--- config.mk ---
export PLATFORM = sky130hd
export DESIGN_NAME = divisor_secuencial_signed
export DESIGN_NICKNAME = d
export VERILOG_FILES = /design/src/rtl/div_pkg.sv /design/src/rtl/div_step.sv /design/src/rtl/divisor_secuencial_signed.sv
export SDC_FILE = /design/constraint.sdc
export NUM_CORES = 1
export LEC_CHECK = 0
export CORE_UTILIZATION = 43
export DETAILED_ROUTE_END_ITERATION = 16
export PLACE_DENSITY = 0.66
export SYNTH_ARGS = -nofsm -noshare
export SYNTH_HDL_FRONTEND = slang
export SYNTH_SLANG_ARGS = --single-unit
--- constraint.sdc ---
create_clock -name clk -period 2.3 [get_ports clk]
set_input_delay 0.345 -clock clk [delete_from_list [all_inputs] [get_ports clk]]
set_output_delay 0.345 -clock clk [all_outputs]
set_load 0.01 [all_outputs]
--- src/rtl/div_pkg.sv ---
// Shared types for the sequential signed/unsigned divider: FSM states,
// the per-iteration step result and the most-negative-value helper.
package div_pkg;

   typedef enum logic [1:0] {
      IDLE = 2'd0,
      CALC = 2'd1,
      FIX  = 2'd2,
      DONE = 2'd3
   } state_t;

   typedef struct packed {
      logic q_bit;
   } step_res_t;

   localparam int unsigned DIV_MAX_W = 64;

   // Bit pattern 100..0 for a w-bit two's complement word (w <= DIV_MAX_W).
   function automatic logic [DIV_MAX_W-1:0] div_most_neg(input int unsigned w);
      return {{(DIV_MAX_W-1){1'b0}}, 1'b1} << (w - 1);
   endfunction

endpackage

--- src/rtl/div_step.sv ---
// One restoring-division iteration: shift in the next dividend bit, compare
// the (N+1)-bit partial remainder with the divisor and subtract when it fits.
module div_step
   import div_pkg::*;
#(
   parameter int N = 8
) (
   input  logic [N-1:0] rem,
   input  logic         din,
   input  logic [N-1:0] divisor,
   output logic [N-1:0] rem_next,
   output step_res_t    res
);

   logic [N:0] shifted;
   logic       ge;

   assign shifted = {rem, din};

   // The difference always fits in N bits because rem < divisor on entry.
   always_comb begin
      ge        = (shifted >= {1'b0, divisor});
      res       = '0;
      res.q_bit = ge;
      rem_next  = ge ? N'(shifted - {1'b0, divisor}) : shifted[N-1:0];
   end

endmodule

--- src/rtl/divisor_secuencial_signed.sv ---
// Sequential restoring divider, signed or unsigned per request, with
// valid/ready handshakes. Optional build macro: DIV_EARLY_OUT_EN.
//
// state | meaning
// IDLE  | waiting for a request, in_ready high
// CALC  | one shift-subtract step per clock on magnitudes
// FIX   | apply quotient/remainder signs, register Q and R
// DONE  | result presented until out_ready
module divisor_secuencial_signed
   import div_pkg::*;
#(
   parameter int N = 8
) (
   input  logic         clk,
   input  logic         rst,
   input  logic         in_valid,
   output logic         in_ready,
   input  logic         signed_mode,
   input  logic [N-1:0] A,
   input  logic [N-1:0] B,
   output logic         out_valid,
   input  logic         out_ready,
   output logic [N-1:0] Q,
   output logic [N-1:0] R,
   output logic         div_zero,
   output logic         overflow,
   output logic         busy
);

   localparam int CNT_W = $clog2(N + 1);
   localparam logic [N-1:0] MOST_NEG = N'(div_most_neg(N));
   localparam logic [CNT_W-1:0] LAST_STEP = CNT_W'(N - 1);

   state_t state, state_nxt;

   logic [N-1:0]     dvd, dvs, rem, quot;
   logic [CNT_W-1:0] cnt;
   logic             q_neg, r_neg;

   logic             a_neg, b_neg;
   logic [N-1:0]     a_mag, b_mag;
   logic             zero_case, ovf_case, direct_done;

   logic [N-1:0]     rem_next;
   step_res_t        step_res;

`ifdef DIV_EARLY_OUT_EN
   logic             big_div, unit_div;
`endif

   always_comb begin
      a_neg     = signed_mode & A[N-1];
      b_neg     = signed_mode & B[N-1];
      a_mag     = a_neg ? -A : A;
      b_mag     = b_neg ? -B : B;
      zero_case = (B == '0);
      ovf_case  = signed_mode && (A == MOST_NEG) && (B == '1);
`ifdef DIV_EARLY_OUT_EN
      big_div     = (b_mag > a_mag);
      unit_div    = (b_mag == N'(1));
      direct_done = zero_case | ovf_case | big_div | unit_div;
`else
      direct_done = zero_case | ovf_case;
`endif
   end

   div_step #(.N(N)) u_step (
      .rem      (rem),
      .din      (dvd[N-1]),
      .divisor  (dvs),
      .rem_next (rem_next),
      .res      (step_res)
   );

   always_ff @(posedge clk or posedge rst) begin
      if (rst) state <= IDLE;
      else     state <= state_nxt;
   end

   always_comb begin
      state_nxt = state;
      case (state)
         IDLE: if (in_valid) state_nxt = direct_done ? DONE : CALC;
         CALC: if (cnt == LAST_STEP) state_nxt = FIX;
         FIX:  state_nxt = DONE;
         DONE: if (out_ready) state_nxt = IDLE;
         default: state_nxt = IDLE;
      endcase
   end

   always_comb begin
      in_ready  = (state == IDLE);
      busy      = (state != IDLE);
      out_valid = (state == DONE);
   end

   always_ff @(posedge clk or posedge rst) begin
      if (rst) begin
         Q        <= '0;
         R        <= '0;
         div_zero <= 1'b0;
         overflow <= 1'b0;
         dvd      <= '0;
         dvs      <= '0;
         rem      <= '0;
         quot     <= '0;
         cnt      <= '0;
         q_neg    <= 1'b0;
         r_neg    <= 1'b0;
      end else begin
         case (state)
            IDLE: if (in_valid) begin
               div_zero <= 1'b0;
               overflow <= 1'b0;
               if (zero_case) begin
                  Q        <= '1;
                  R        <= A;
                  div_zero <= 1'b1;
               end else if (ovf_case) begin
                  Q        <= A;
                  R        <= '0;
                  overflow <= 1'b1;
`ifdef DIV_EARLY_OUT_EN
               end else if (big_div) begin
                  Q <= '0;
                  R <= A;
               end else if (unit_div) begin
                  Q <= b_neg ? -A : A;
                  R <= '0;
`endif
               end else begin
                  dvd   <= a_mag;
                  dvs   <= b_mag;
                  rem   <= '0;
                  quot  <= '0;
                  cnt   <= '0;
                  q_neg <= a_neg ^ b_neg;
                  r_neg <= a_neg;
               end
            end
            CALC: begin
               rem  <= rem_next;
               quot <= {quot[N-2:0], step_res.q_bit};
               dvd  <= {dvd[N-2:0], 1'b0};
               cnt  <= cnt + 1'b1;
            end
            FIX: begin
               Q <= q_neg ? -quot : quot;
               R <= r_neg ? -rem : rem;
            end
            default: ;
         endcase
      end
   end

endmodule

==> impl_metrics.py <==
metrics = {
    "sta": {
        "fin_crit_sh": 0.9533,
        "period_needed_ps": 2193,
        "worst_slew_margin_rel": 0.6579,
        "timing_hold_violations_final": 0,
        "timing.fmax_mhz": 456.1,
        "worst_pin_slew_ps": 511.6,
        "setup_slack_ps": 107.5,
        "pins_over_their_slew_limit": 0,
        "rsz_0062_raised_after_global_routing": "no",
        "finalSetupViolations": 0,
        "post_route_setup_tns_ps": 0,
        "worst_clock_skew_ps": 8.621,
    },
    "clock_tree": {
        "cts.hold.buffers_added": 0,
        "htree_levels": 3,
        "tritoncts": "yes",
        "cts.path.max_buffers": 2,
        "clock_sinks": 58,
        "cts_repair_resize_count": 0,
        "cts_made_buffers": 9,
        "postCtsSetupBuffers": 0,
        "insertion_delay_ps": 340,
        "clock_tree.root_cell": "sky130_fd_sc_hd__clkbuf_8",
        "cts.clk_slew.worst_paths_ps": 80,
    },
    "outcome": {
        "run_status": "completed",
    },
    "synthesis": {
        "synth_cell_type_count": 49,
        "postSynth.topFlopCell": "sky130_fd_sc_hd__dfrtp_1",
        "post_synth_inst_count": 415,
        "synth.yosys.seq_area_share": 0.4000,
        "post_synth_most_frequent_cells": "sky130_fd_sc_hd__dfrtp_1 (58), sky130_fd_sc_hd__nand2_1 (50), sky130_fd_sc_hd__o21ai_0 (37)",
        "yosysTopAreaCell": "sky130_fd_sc_hd__dfrtp_1",
        "syn_area_mm2": 0.003628,
        "synth.net_count": 455,
        "synth_warnings": 0,
        "synth-edff-count": 0,
        "yosys_register_bits": 58,
        "synth_top_area_frac": 0.4000,
        "async_flop_share": 1.000,
        "synth.most_common_cell": "sky130_fd_sc_hd__dfrtp_1",
        "syn_area_per_cell_um2": 8.743,
        "synthTopCellsByArea": "sky130_fd_sc_hd__dfrtp_1 (40%), sky130_fd_sc_hd__ha_1 (6.2%), sky130_fd_sc_hd__xnor2_1 (5.6%)",
    },
    "grt": {
        "grt_pass1_vias": 3260,
        "grt_max_degree": 59,
        "groute.usage.overall": 0.2288,
        "grt_first_pass_wirelength_um": 15500,
        "overflow": 0,
        "antenna_found_initial": 0,
    },
    "floorplanning": {
        "die_height_um": 93.86,
        "floorplan.core_area_mm2": 0.008175,
        "fp.dieArea_mm2": 0.008810,
        "site_rows": 33,
        "io_pins": 42,
        "initial_utilization": 0.4438,
        "die-width_um": 93.86,
    },
    "placed_design": {
        "hpwl_um": 6929,
        "place.port_buffers": 41,
        "pre_cts_ws_ps": -285.8,
        "place.gp.congestion": 0.8668,
    },
    "routing": {
        "detailedRoute.firstPassIterationCount": 5,
        "initialDrtViolationCount": 167,
        "wirelength_um": 9011,
        "avgRoutedWirePerCell_um": 14.92,
        "final_antenna_net_count": 0,
        "drt-vias-per-instance": 5.379,
        "dr_total_vias": 3249,
        "detail_route.drc_violations": 0,
    },
    "pwr": {
        "power_density_normalized_to_cell_area_mw_per_mm2": 1359,
        "total_leakage_power_uw": 0.002123,
        "peakVddDrop_v": 0.0006346,
    },
    "worst_setup_path": {
        "worstPathMaxFanout": 16,
        "cp.arrival_ps": 2460,
        "setup.worst_path.class": "input port to flip-flop",
        "r2r_setup_slack_ps": 140,
        "critPathCaptureType": "flip-flop",
        "r2r_cells": 8,
        "start_kind": "input port",
        "r2r-end": "rem[0]",
        "crit-reg2reg-launch": "rem[1]",
        "critical_path_required_ps": 2570,
    },
    "min_path": {
        "timing.hold.worst.class": "input port to async pin",
    },
    "layout": {
        "final_nets": 534,
        "fillCellCount": 746,
        "area_growth_syn_to_layout_pct": 30.72,
        "drive_gt1_frac": 0.1703,
        "n_antenna_cell": 0,
    },
    "job": {
        "timing.max_cap.violations": 0,
    },
}
-- final cells by class --
type,count,area [um2],share of cell area
Multi-Input combinational cell,304,1989,0.4194
Sequential cell,58,1451,0.3060
Timing Repair Buffer,90,805.8,0.1699
Tap cell,105,131.4,0.02770
Clock inverter,7,125.1,0.02638
Clock buffer,9,123.9,0.02611
Inverter,31,116.4,0.02453
-- sequential cells by signal, indices dropped and copies added (netlist names) --
register / flops
r_neg: 1
rem: 8
state: 2
Q: 8
R: 8
dvd: 8
div_zero: 1
q_neg: 1
cnt: 4
overflow: 1
quot: 8
dvs: 8
-- power breakdown --
group	switching [uW]	internal, uW
combinational	1800	1670
clock	448	730
sequential	346	1450
total	2600	3850
-- layer usage --
| layer | routed length (um) | vias to the layer above | global-route usage |
|---|---|---|---|
| li1 | - | 1605 | - |
| met1 | 4229 | 1529 | 0.3149 |
| met2 | 4169 | 99 | 0.3613 |
| met3 | 470 | 16 | 0.03722 |
| met4 | 143 | 0 | 0.08462 |
| met5 | 0 | - | 0 |
-- critical path, stage by stage --
cell	delay, ps
sky130_fd_sc_hd__clkdlybuf4s50_1	450
sky130_fd_sc_hd__or3_4	440
sky130_fd_sc_hd__nor4_4	300
sky130_fd_sc_hd__buf_4	170
sky130_fd_sc_hd__nor2_1	60
sky130_fd_sc_hd__o22ai_2	110
sky130_fd_sc_hd__buf_4	190
sky130_fd_sc_hd__buf_4	210
sky130_fd_sc_hd__nor2_1	60
sky130_fd_sc_hd__a21oi_1	120
-- worst max path at each step --
stage                  start  endpoint  slack, ps  depth (start not counted)
finish                  A[2]      R[3]        110                         10
global route            B[0]    rem[2]         10                         10
CTS                 state[0]      busy         40                          5
detailed placement      B[0]    rem[0]       -290                          9
global placement        B[0]    rem[0]       -230                          9
floorplan             rem[1]    rem[7]         70                          9
-- through the flow --
step	instances	hold slack, ps	total power (uW)	utilization	cell area, um2
after floorplan	415	449.8	4004	-	3628
after global placement	588	463.0	5143	0.5470	4472
after detailed placement	588	470.9	5245	0.5470	4472
after CTS	604	378.4	6450	0.5774	4721
after global routing	604	413.0	6967	0.5802	4743
final	604	371.4	6448	0.5802	4743
-- layout by cell type, fill, tap and decap left out, types with 3 or more instances in the layout --
cell                              Yosys  layout
sky130_fd_sc_hd__a22o_1               7       7
sky130_fd_sc_hd__a21o_1               3       3
sky130_fd_sc_hd__nor3_1               8       8
sky130_fd_sc_hd__o21ai_0             37      37
sky130_fd_sc_hd__clkdlybuf4s50_1      0      40
sky130_fd_sc_hd__nand2_1             50      50
sky130_fd_sc_hd__a22oi_1              6       6
sky130_fd_sc_hd__or3_1                6       4
sky130_fd_sc_hd__o31ai_1              5       5
sky130_fd_sc_hd__nand4b_1             3       3
sky130_fd_sc_hd__a21oi_1             33      33
sky130_fd_sc_hd__bufinv_16            0       3
sky130_fd_sc_hd__nand3_1             10      10
sky130_fd_sc_hd__a31oi_1              3       3
sky130_fd_sc_hd__nor2_1              33      33
sky130_fd_sc_hd__xor2_1               5       5
sky130_fd_sc_hd__dfrtp_1             58      58
sky130_fd_sc_hd__mux2i_1              9       9
sky130_fd_sc_hd__xnor2_1             23      23
sky130_fd_sc_hd__inv_1               31      30
sky130_fd_sc_hd__o22ai_1              4       3
sky130_fd_sc_hd__ha_1                18      17
sky130_fd_sc_hd__buf_4                1      47
sky130_fd_sc_hd__clkbuf_8             0       9
sky130_fd_sc_hd__mux2_2               5       5
sky130_fd_sc_hd__nand2b_1             3       3
sky130_fd_sc_hd__o211ai_1             3       3
-- logic make-up after synthesis --
kind of cell / after synthesis / share of synthesized area
buf+inv: 53 / 0.05896
xor+xnor: 28 / 0.06758
fa+ha+maj: 19 / 0.06759
flops: 58 / 0.4000
compound gates: 118 / 0.2014
simple gates: 125 / 0.1641
mux: 14 / 0.04034
Note: power is estimated with default switching activity, not from simulation.
